**src/rtl/lfsr_word_packer.sv**
```systemverilog
// Packs a stream of random bytes into little-endian 32-bit words and queues
// them in a small FIFO; words completing while the FIFO is full are dropped and counted.
module lfsr_word_packer #(
   parameter int DEPTH = 2
) (
   input  logic                       clk,
   input  logic                       rst,
   input  logic                       in_valid,
   input  logic [7:0]                 in_bits,
   input  logic                       flush,
   input  logic                       out_ready,
   output logic                       out_valid,
   output logic [31:0]                out_word,
   output logic                       overflow,
   output logic [7:0]                 drop_cnt,
   output logic [$clog2(DEPTH):0]     level
);
   localparam int AW = $clog2(DEPTH);
   localparam int LW = AW + 1;

   logic [1:0]              idx_q, idx_d;
   logic [23:0]             asm_q, asm_d;
   logic [AW-1:0]           wr_ptr_q, wr_ptr_d, rd_ptr_q, rd_ptr_d;
   logic [LW-1:0]           level_q, level_d;
   logic                    overflow_q, overflow_d;
   logic [7:0]              drop_cnt_q, drop_cnt_d;
   logic [DEPTH-1:0][31:0]  mem_q, mem_d;

   logic        accept, complete, pop, push, full;
   logic [31:0] word;

   always_comb begin
      accept   = in_valid && !flush;
      complete = accept && (idx_q == 2'd3);
      word     = {in_bits, asm_q};
      full     = (level_q == LW'(DEPTH));
      pop      = (level_q != '0) && out_ready;
      // A full FIFO can still take the word if the head leaves on the same edge.
      push     = complete && (!full || pop);

      idx_d      = idx_q;
      asm_d      = asm_q;
      wr_ptr_d   = wr_ptr_q;
      rd_ptr_d   = rd_ptr_q;
      level_d    = level_q;
      overflow_d = overflow_q;
      drop_cnt_d = drop_cnt_q;
      mem_d      = mem_q;

      if (flush) begin
         idx_d = 2'd0;
         asm_d = '0;
      end else if (complete) begin
         idx_d = 2'd0;
         asm_d = '0;
      end else if (accept) begin
         idx_d = idx_q + 2'd1;
         case (idx_q)
            2'd0:    asm_d[7:0]   = in_bits;
            2'd1:    asm_d[15:8]  = in_bits;
            default: asm_d[23:16] = in_bits;
         endcase
      end

      if (push) begin
         mem_d[wr_ptr_q] = word;
         wr_ptr_d        = wr_ptr_q + AW'(1);
      end
      if (pop) rd_ptr_d = rd_ptr_q + AW'(1);
      level_d = level_q + LW'(push) - LW'(pop);

      if (complete && !push) begin
         overflow_d = 1'b1;
         if (drop_cnt_q != 8'hFF) drop_cnt_d = drop_cnt_q + 8'd1;
      end
   end

   always_ff @(posedge clk) begin
      if (rst) begin
         idx_q      <= '0;
         asm_q      <= '0;
         wr_ptr_q   <= '0;
         rd_ptr_q   <= '0;
         level_q    <= '0;
         overflow_q <= 1'b0;
         drop_cnt_q <= '0;
      end else begin
         idx_q      <= idx_d;
         asm_q      <= asm_d;
         wr_ptr_q   <= wr_ptr_d;
         rd_ptr_q   <= rd_ptr_d;
         level_q    <= level_d;
         overflow_q <= overflow_d;
         drop_cnt_q <= drop_cnt_d;
      end
   end

   // Storage needs no reset: the head is masked whenever level is zero.
   always_ff @(posedge clk) begin
      if (!rst) mem_q <= mem_d;
   end

   assign out_valid = (level_q != '0);
   assign out_word  = out_valid ? mem_q[rd_ptr_q] : 32'h0;
   assign overflow  = overflow_q;
   assign drop_cnt  = drop_cnt_q;
   assign level     = level_q;
endmodule
```
**config.mk**
```make
export PLATFORM = sky130hd
export DESIGN_NAME = lfsr_word_packer
export DESIGN_NICKNAME = d
export VERILOG_FILES = /design/src/rtl/lfsr_word_packer.sv
export SDC_FILE = /design/constraint.sdc
export NUM_CORES = 1
export LEC_CHECK = 0
export ABC_AREA = 1
export ABC_CLOCK_PERIOD_IN_PS = 3300
export CORE_MARGIN = 2
export CORE_UTILIZATION = 40
export CTS_CLUSTER_SIZE = 8
export DETAILED_ROUTE_END_ITERATION = 12
export PLACE_DENSITY = 0.67
export SYNTH_ARGS = -nofsm -noshare
export SYNTH_HDL_FRONTEND = slang
export SYNTH_SLANG_ARGS = --single-unit
```
**constraint.sdc**
```tcl
create_clock -name clk -period 3.3 [get_ports clk]
set_input_delay 0.33 -clock clk [delete_from_list [all_inputs] [get_ports clk]]
set_output_delay 0.33 -clock clk [all_outputs]
set_load 0.05 [all_outputs]
```
# [Word level (Yosys, flattened, before mapping)]
# Index checks and enable logic that the tools add are counted.
[word_totals] reg_bits=103 in_bits=13 output_inout_bits=44 wordCells=51
[classes] n_addsub=6 n_lt_le_gt_ge=3 n_eq_ne=4 n_mux=6 n_bitwise=2 reduce_logical=19
[op_table] operator="$mux 32" count=4
[op_table] operator="$bwmux 64" count=1
[op_table] operator="$demux 32 s1" count=1
[op_table] operator="$reduce_and 2->1" count=5
[op_table] operator="$add 8x1->8 const B" count=1
[op_table] operator="$ne 8x8->1 const B" count=1
[op_table] operator="$logic_and 1x1->1" count=6
[op_table] operator="$eq 2x2->1 const B" count=2
[op_table] operator="$lt 1x2->1 const B" count=2
[op_table] operator="$logic_not 1->1" count=3
[op_table] operator="$reduce_or 3->1" count=1
[op_table] operator="$add 1x1->1 const B" count=2
[op_table] operator="$add 2x1->2" count=1
[op_table] operator="$add 2x1->2 const B" count=1
[op_table] operator="$eq 2x1->1 const B" count=1
[op_table] operator="$logic_not 2->1" count=1
[op_table] operator="$not 1->1" count=2
[op_table] operator="$reduce_bool 2->1" count=1
[op_table] operator="$reduce_or 2->1" count=1
[op_table] operator="$sub 2x1->2" count=1
[op_table] operator="$ge 1x1->1 const B" count=1
[op_table] operator="$logic_or 1x1->1" count=1

# [Depth between registers and ports, before layout]
# Gate-level depths: netlist (run 1).
[depth] ltp_word=7 depth_mapped=10

# [Worst setup path after synthesis (run 1)]
# No wires, ideal clock.
[synth_timing] kind="register -> register" startpoint="register level_q[0] (netlist: level[0])" endpoint="register mem_q[32] (netlist bit) (enable)" arrival_ns=3.215 required_ns=2.839 slack_ns=-0.376 path_stages_with_launch=5 path_buffers=0 synth_period_minus_slack_ns=3.676 path_cell_list="dfxtp_1 > inv_1 > nand3_1 > nand3_1 > nor3_1"
[synth_between] elab_chain_cells=5
[synth_rtl] element="start: declaration" line="24" rtl="logic [LW-1:0] level_q, level_d;"
[synth_rtl] element="start signal: assignment" line="92" rtl="level_q <= level_d;"
[synth_rtl] element="$eq 2x2->1 / $reduce_bool 2->1 (equally long branches)" line="36, 37"
[synth_rtl] element="$logic_not 1->1 / $logic_and 1x1->1 (equally long branches)" line="39, 37"
[synth_rtl] element="$logic_or 1x1->1 *" line="39" rtl="push = complete && (!full || pop);"
[synth_rtl] element="$logic_and 1x1->1 *" line="39"
[synth_rtl] element="$reduce_and 2->1 (no source line) *"
[synth_rtl] element="end signal: assignment" line="100" rtl="if (!rst) mem_q <= mem_d;"
[synth_rtl] element="end: declaration" line="27" rtl="logic [DEPTH-1:0][31:0] mem_q, mem_d;"
# Mark *: on every way between the ends. The rest lies on a longest branch, timed or not.
# A chain may end at the register's enable or synchronous reset.

# [Final worst setup path (run 1)]
[layout_timing] startpoint="register rd_ptr_q" endpoint="output port out_word[12]"
[layout_between] elab_chain_cells=3
[layout_rtl] element="start: declaration" line="23" rtl="logic [AW-1:0] wr_ptr_q, wr_ptr_d, rd_ptr_q, rd_ptr_d;"
[layout_rtl] element="start signal: assignment" line="91" rtl="rd_ptr_q <= rd_ptr_d;"
[layout_rtl] element="$mux 32 (implied by the code) (2 in series)" line="104" rtl="assign out_word = out_valid ? mem_q[rd_ptr_q] : 32'h0;"
[layout_rtl] element="$mux 32" line="104"
[layout_rtl] element="end: declaration" line="13" rtl="output logic [31:0] out_word,"
# No other way between the ends. The select of a mux whose other input is x is not followed.

==> results of run 1 <==
## cells by family after synthesis
kind of cell	share of synthesized area (%)
AND/OR/NAND/NOR	14.4
flip-flops	66.1
AO/OA/AOI/OAI	11.6
buffers and inverters	5.84
adder cells (fa/ha/maj)	1.84
XOR/XNOR	0.214
## per-stage QoR
stage                     setup slack [ns]  cell area [um^2]
after floorplan                      0.488              4090
after global routing                 0.328              4990
after global placement               0.975              4780
after CTS                            0.500              4990
final                                0.528              4990
after detailed placement             0.929              4780
## power breakdown
part	switching, uW	leakage, uW	total [uW]	internal [uW]
combinational	630	0.000904	890	260
sequential	11.2	0.000827	1380	1370
clock	487	0.000106	793	306
## area by class of cell
cell class	instances	area (um^2)	area share [%]
clock buffers	9	124	2.48
well taps	133	166	3.33
flip-flops and latches	103	2700	54.1
multi-input cells	233	1160	23.3
repair buffers	63	613	12.3
inverters	34	133	2.66
clock inverters	7	88.8	1.78
## synth_stat cells
master / count
clkinv_4: 1
nand2_1: 92
ha_1: 6
xnor2_1: 1
nand3b_1: 1
nor2_4: 3
nand2_2: 3
buf_4: 5
edfxtp_1: 64
o21ai_1: 2
dfxtp_1: 39
nor2_2: 1
nand3_1: 9
nand2_4: 1
nor2_1: 16
nor3_4: 1
clkbuf_1: 3
nand4_1: 1
nor3_1: 2
buf_6: 2
nand3_2: 3
buf_2: 7
a21oi_2: 2
inv_2: 3
o21ai_0: 27
inv_1: 30
a21oi_1: 62
## how the worst max path moves through the flow
stage / from / endpoint / cells after the start
floorplan: level[0]$_SDFF_PP0_ / mem_q[0]$_DFFE_PP_ / 4
global placement: rd_ptr_q$_SDFFE_PP0P_ / out_word[12] / 5
detailed placement: rd_ptr_q$_SDFFE_PP0P_ / out_word[12] / 5
CTS: rd_ptr_q$_SDFFE_PP0P_ / out_word[12] / 5
global route: rd_ptr_q$_SDFFE_PP0P_ / out_word[17] / 5
finish: rd_ptr_q$_SDFFE_PP0P_ / out_word[12] / 5
## per-layer routing
metal | track usage, % | vias to the layer above | part of all wire [%]
met5 | 0 | - | 0
met1 | 19.4 | 1320 | 46
li1 | - | 1420 | -
met3 | 3.81 | 4 | 3.6
met4 | 4.57 | 0 | 0.86
met2 | 24.4 | 51 | 50
## worst reg2reg max path, stage by stage, from the launching register on
cell and delay (ns):
dfxtp_1 0.37, nor2_2 0.11, buf_4 0.35, nor2_1 0.13
ha_1 0.30, inv_1 0.04, ha_1 0.18, xnor2_1 0.19
o21ai_0 0.10, a21oi_1 0.13
## state kept, by name (all words and copies together), names as in the netlist
| signal | flops |
|---|---|
| mem_q | 64 |
| asm_q | 24 |
| drop_cnt | 8 |
| idx_q | 2 |
| level | 2 |
| overflow | 1 |
| rd_ptr_q | 1 |
| wr_ptr_q | 1 |
==> results.yml, run 1 <==
worst_hold_path:
  min_path_type: "reg -> reg"
  holdPathStages: 0
  min-delay-start: "asm_q[7]$_SDFFE_PP0P_"
  hold_path_end: "mem_q[39]$_DFFE_PP_"
global_route:
  grt_pass1_wl_um: 12700
  first_global_vias: 2498
  grt_max_degree: 35
  antenna_found_initial: 0
  grtUsageTotal_pct: 14.9
  globalRoute.totalOverflow: 0
placed_design:
  hpwl_um: 5400
  place.gp.congestion: 0.782
  place_inst: 566
  portBuffers: 56
cells_and_area:
  syn_to_final_growth_pct: 22.1
  final_common_cell: "nand2_1"
  antennaDiodeCount: 0
  layout_common_cells: "nand2_1 (92), edfxtp_1 (64), a21oi_1 (62)"
  fin_util_pct: 50.6
  layout.nets: 463
  final_cells: 582
  drive_gt1_share_pct: 9.80
  nFillCells: 865
worst_setup_path:
  rrSetupSlack_ns: 1.35
  worstSetupStartpointType: "flip-flop"
  crit_buf_inv: 3
  cp_cell_sequence: "inv_1 -> buf_4 -> nand2_1 -> a21oi_1 -> clkdlybuf4s50_1"
  r2r_end: "level[1]$_SDFF_PP0_"
  critical_path.max_stage_delay_ns: 0.83
  critPathKind: "reg -> out"
  crit_path_end_kind: "output port"
  cp_top_family: "buffers and inverters"
  critPathArrivalTime_ns: 2.44
  rr_startpoint: "level[0]$_SDFF_PP0_"
  critPathMaxFanout: 18
  r2r_cells: 9
  worstPathRequired_ns: 2.97
  worst_path_max_delay_cell: "clkdlybuf4s50_1"
timing:
  finalMaxSlewViolations: 0
  fin_skew_ns: 0.0134
  hold_slack_ns: 0.465
  fmax_ghz: 0.361
  period_share_pct: 84.0
  setup_tns_ns: 0
  post-route-min-period_ns: 2.77
  relSlewSlack_pct: 61.1
  hold_viol: 0
  rsz0062_at_grt: "no"
  worst_slew_pin_slew_ns: 0.582
  setup_violations: 0
synth:
  avgSynthCellArea_um2: 10.6
  synth.top_cell.area_share_pct: 47.0
  synth_area_leaders: "edfxtp_1 (47%), dfxtp_1 (19%), nand2_1 (8.4%), a21oi_1 (7.6%), o21ai_0 (3.3%)"
  ys_seq_elements: 103
  seq_area_frac_synth_pct: 66.1
  synth_area_um2: 4090
  yosys.area.top_type: "edfxtp_1"
  postSynthCellCount: 387
  synthDistinctLibCells: 27
  yosysWarnings: 0
  synth_fp_nets: 406
cts:
  clk_pin_slew_ns: 0.11
  h-tree-depth: 3
  root_buffer: "clkbuf_8"
  postCtsHoldBufs: 0
  post_cts_buffers: 0
  clock_path_buffers: 2
  cts_num_sinks: 103
  cts_tree: "built"
  clk-insertion-delay-late_ns: 0.37
  cts_resized: 0
  numCtsBuffers: 9
die:
  core_area_um2: 9860
  die_height_um: 105
  die-width_um: 105
  rows: 36
  die-area_um2: 11000
  io-pin-count: 57
  start_util_pct: 41.5
detailed_routing:
  routed_wirelength_um: 8130
  wl_per_cell_um: 14.0
  drt_iter0_markers: 128
  postRouteAntennaNets: 0
  num_vias: 2795
  avgViaCountPerCell: 4.80
  drtPass1Iterations: 4
  drc: 0
run_status:
  outcome: "complete, no violations"
power:
  powerDensity_nw_per_um2: 614
  power_uw: 3060
  vdd_drop_max_v: 0.000322
  p_leak_uw: 0.00184
flow_run:
  maxCapViolCount: 0
Power figures use the tool's default switching activity.
==> inputs of run 2 (changes only) <==
Settings changed: ABC_CLOCK_PERIOD_IN_PS 3300 to 2400.
Clock period 3.3 ns to 2.4 ns, I/O delays scaled along.
==> results.yml, run 2 (synthesis gave the netlist of run 1 again) <==
cells_and_area:
  drive_gt1_share_pct: 17.3
  regMostFlops: "mem_q"
  nFillCells: 889
  final_common_cell: "nand2_1"
  layout_common_cells: "nand2_1 (92), edfxtp_1 (64), a21oi_1 (62)"
  layout.nets: 465
  syn_to_final_growth_pct: 20.6
  largest_reg_flops: 64
  antennaDiodeCount: 0
timing:
  fmax_ghz: 0.504
  fin_skew_ns: 0.0145
  fin_ws_ns: 0.414
  post-route-min-period_ns: 1.99
  relSlewSlack_pct: 60.1
  worst_slew_pin_slew_ns: 0.596
  setup_tns_ns: 0
  period_share_pct: 82.7
  setup_violations: 0
  hold_viol: 0
  rsz0062_at_grt: "no"
  finalMaxSlewViolations: 0
worst_setup_path:
  critPathKind: "reg -> out"
  worstSetupStartpointType: "flip-flop"
  rrSetupSlack_ns: 0.71
  r2r_end: "level[1]$_SDFF_PP0_"
  crit_path_end_kind: "output port"
  rr_startpoint: "level[0]$_SDFF_PP0_"
  r2r_cells: 8
  critPathMaxFanout: 4
  critPathArrivalTime_ns: 1.75
  worstPathRequired_ns: 2.16
placed_design:
  portBuffers: 56
  place.gp.congestion: 0.770
  hpwl_um: 5440
  place_ws_ns: 0.307
cts:
  clk-insertion-delay-late_ns: 0.36
  clk_pin_slew_ns: 0.11
  root_buffer: "clkbuf_8"
  clock_path_buffers: 2
  numCtsBuffers: 9
  postCtsHoldBufs: 0
  cts_resized: 0
  post_cts_buffers: 0
  h-tree-depth: 3
  cts_num_sinks: 103
  cts_tree: "built"
global_route:
  grt.busiest_layer: "met2"
  grt_use_met3_pct: 2.00
  first_global_vias: 2636
  globalRoute.totalOverflow: 0
  use_met1_pct: 20.6
  grtUsageTotal_pct: 15.3
  use_met2_pct: 25.2
  grt_pass1_wl_um: 13300
  antenna_found_initial: 0
  grt_max_degree: 35
flow_run:
  maxCapViolCount: 0
worst_hold_path:
  hold_path_end: "mem_q[41]$_DFFE_PP_"
  holdPathStages: 0
  min_path_type: "reg -> reg"
  min-delay-start: "asm_q[9]$_SDFFE_PP0P_"
power:
  p_leak_uw: 0.00190
  pwr-share-clk_pct: 24.9
  internal_power_uw: 2590
  p_switching_uw: 1520
  p_seq_share_pct: 46.0
  comb_power_share_pct: 29.1
  p_sw_share_pct: 37.0
  vdd_drop_max_v: 0.000343
  powerDensity_nw_per_um2: 835
detailed_routing:
  wl_per_cell_um: 14.1
  drt_iter0_markers: 117
  drtPass1Iterations: 4
  postRouteAntennaNets: 0
  avgViaCountPerCell: 4.83
  drc: 0
  num_vias: 2822
  routed_wirelength_um: 8220
die:
  io-pin-count: 57
  core_area_um2: 9860
  die-area_um2: 11000
  die_height_um: 105
  rows: 36
  start_util_pct: 41.5
  die-width_um: 105
run_status:
  outcome: "complete, no violations"
-- run 2: critical path, stage by stage (launching register included) --
cell,delay [ns]
dfxtp_1,0.43
nor2_2,0.11
inv_1,0.06
clkdlybuf4s50_1,0.79
-- run 2: power by group through the flow --
stage	logic, uW	registers (uW)	clock network [uW]
finish	1200	1890	1020
floorplan	817	1950	0
detailed placement	1210	1940	0
global route	1270	1900	1110
CTS	1210	1900	1050
global placement	1200	1930	0
-- run 2: metal layers --
metal	share of wire [%]	vias up
li1	-	1427
met1	48	1325
met2	47	62
met3	3.6	8
met4	1.2	0
met5	0	-
-- run 2: final cells by class --
class,instances,area [um^2],area share [%]
Sequential cell,103,2700,54.8
Timing Repair Buffer,65,573,11.6
Inverter,34,133,2.69
Tap cell,133,166,3.38
Clock buffer,9,124,2.51
Multi-Input combinational cell,233,1160,23.6
Clock inverter,7,67.6,1.37
-- run 2: how the worst max path moves through the flow --
stage,start,endpoint,depth (start not counted)
after floorplan,level[0]$_SDFF_PP0_,mem_q[0]$_DFFE_PP_,4
after global placement,in_valid,level[1]$_SDFF_PP0_,10
after detailed placement,in_valid,level[1]$_SDFF_PP0_,10
after CTS,level[0]$_SDFF_PP0_,out_valid,3
after global routing,level[0]$_SDFF_PP0_,out_valid,3
final,level[0]$_SDFF_PP0_,out_valid,3
-- run 2: metrics by stage --
stage	instance area (um^2)	util, %	instances	total power [uW]	hold WS (ns)
final	4930	50.0	584	4120	0.456
after global routing	4930	50.0	584	4270	0.473
after CTS	4930	50.0	584	4150	0.454
after detailed placement	4740	48.0	568	3140	0.434
after global placement	4740	48.0	568	3130	0.430
after floorplan	4100	-	387	2770	0.339
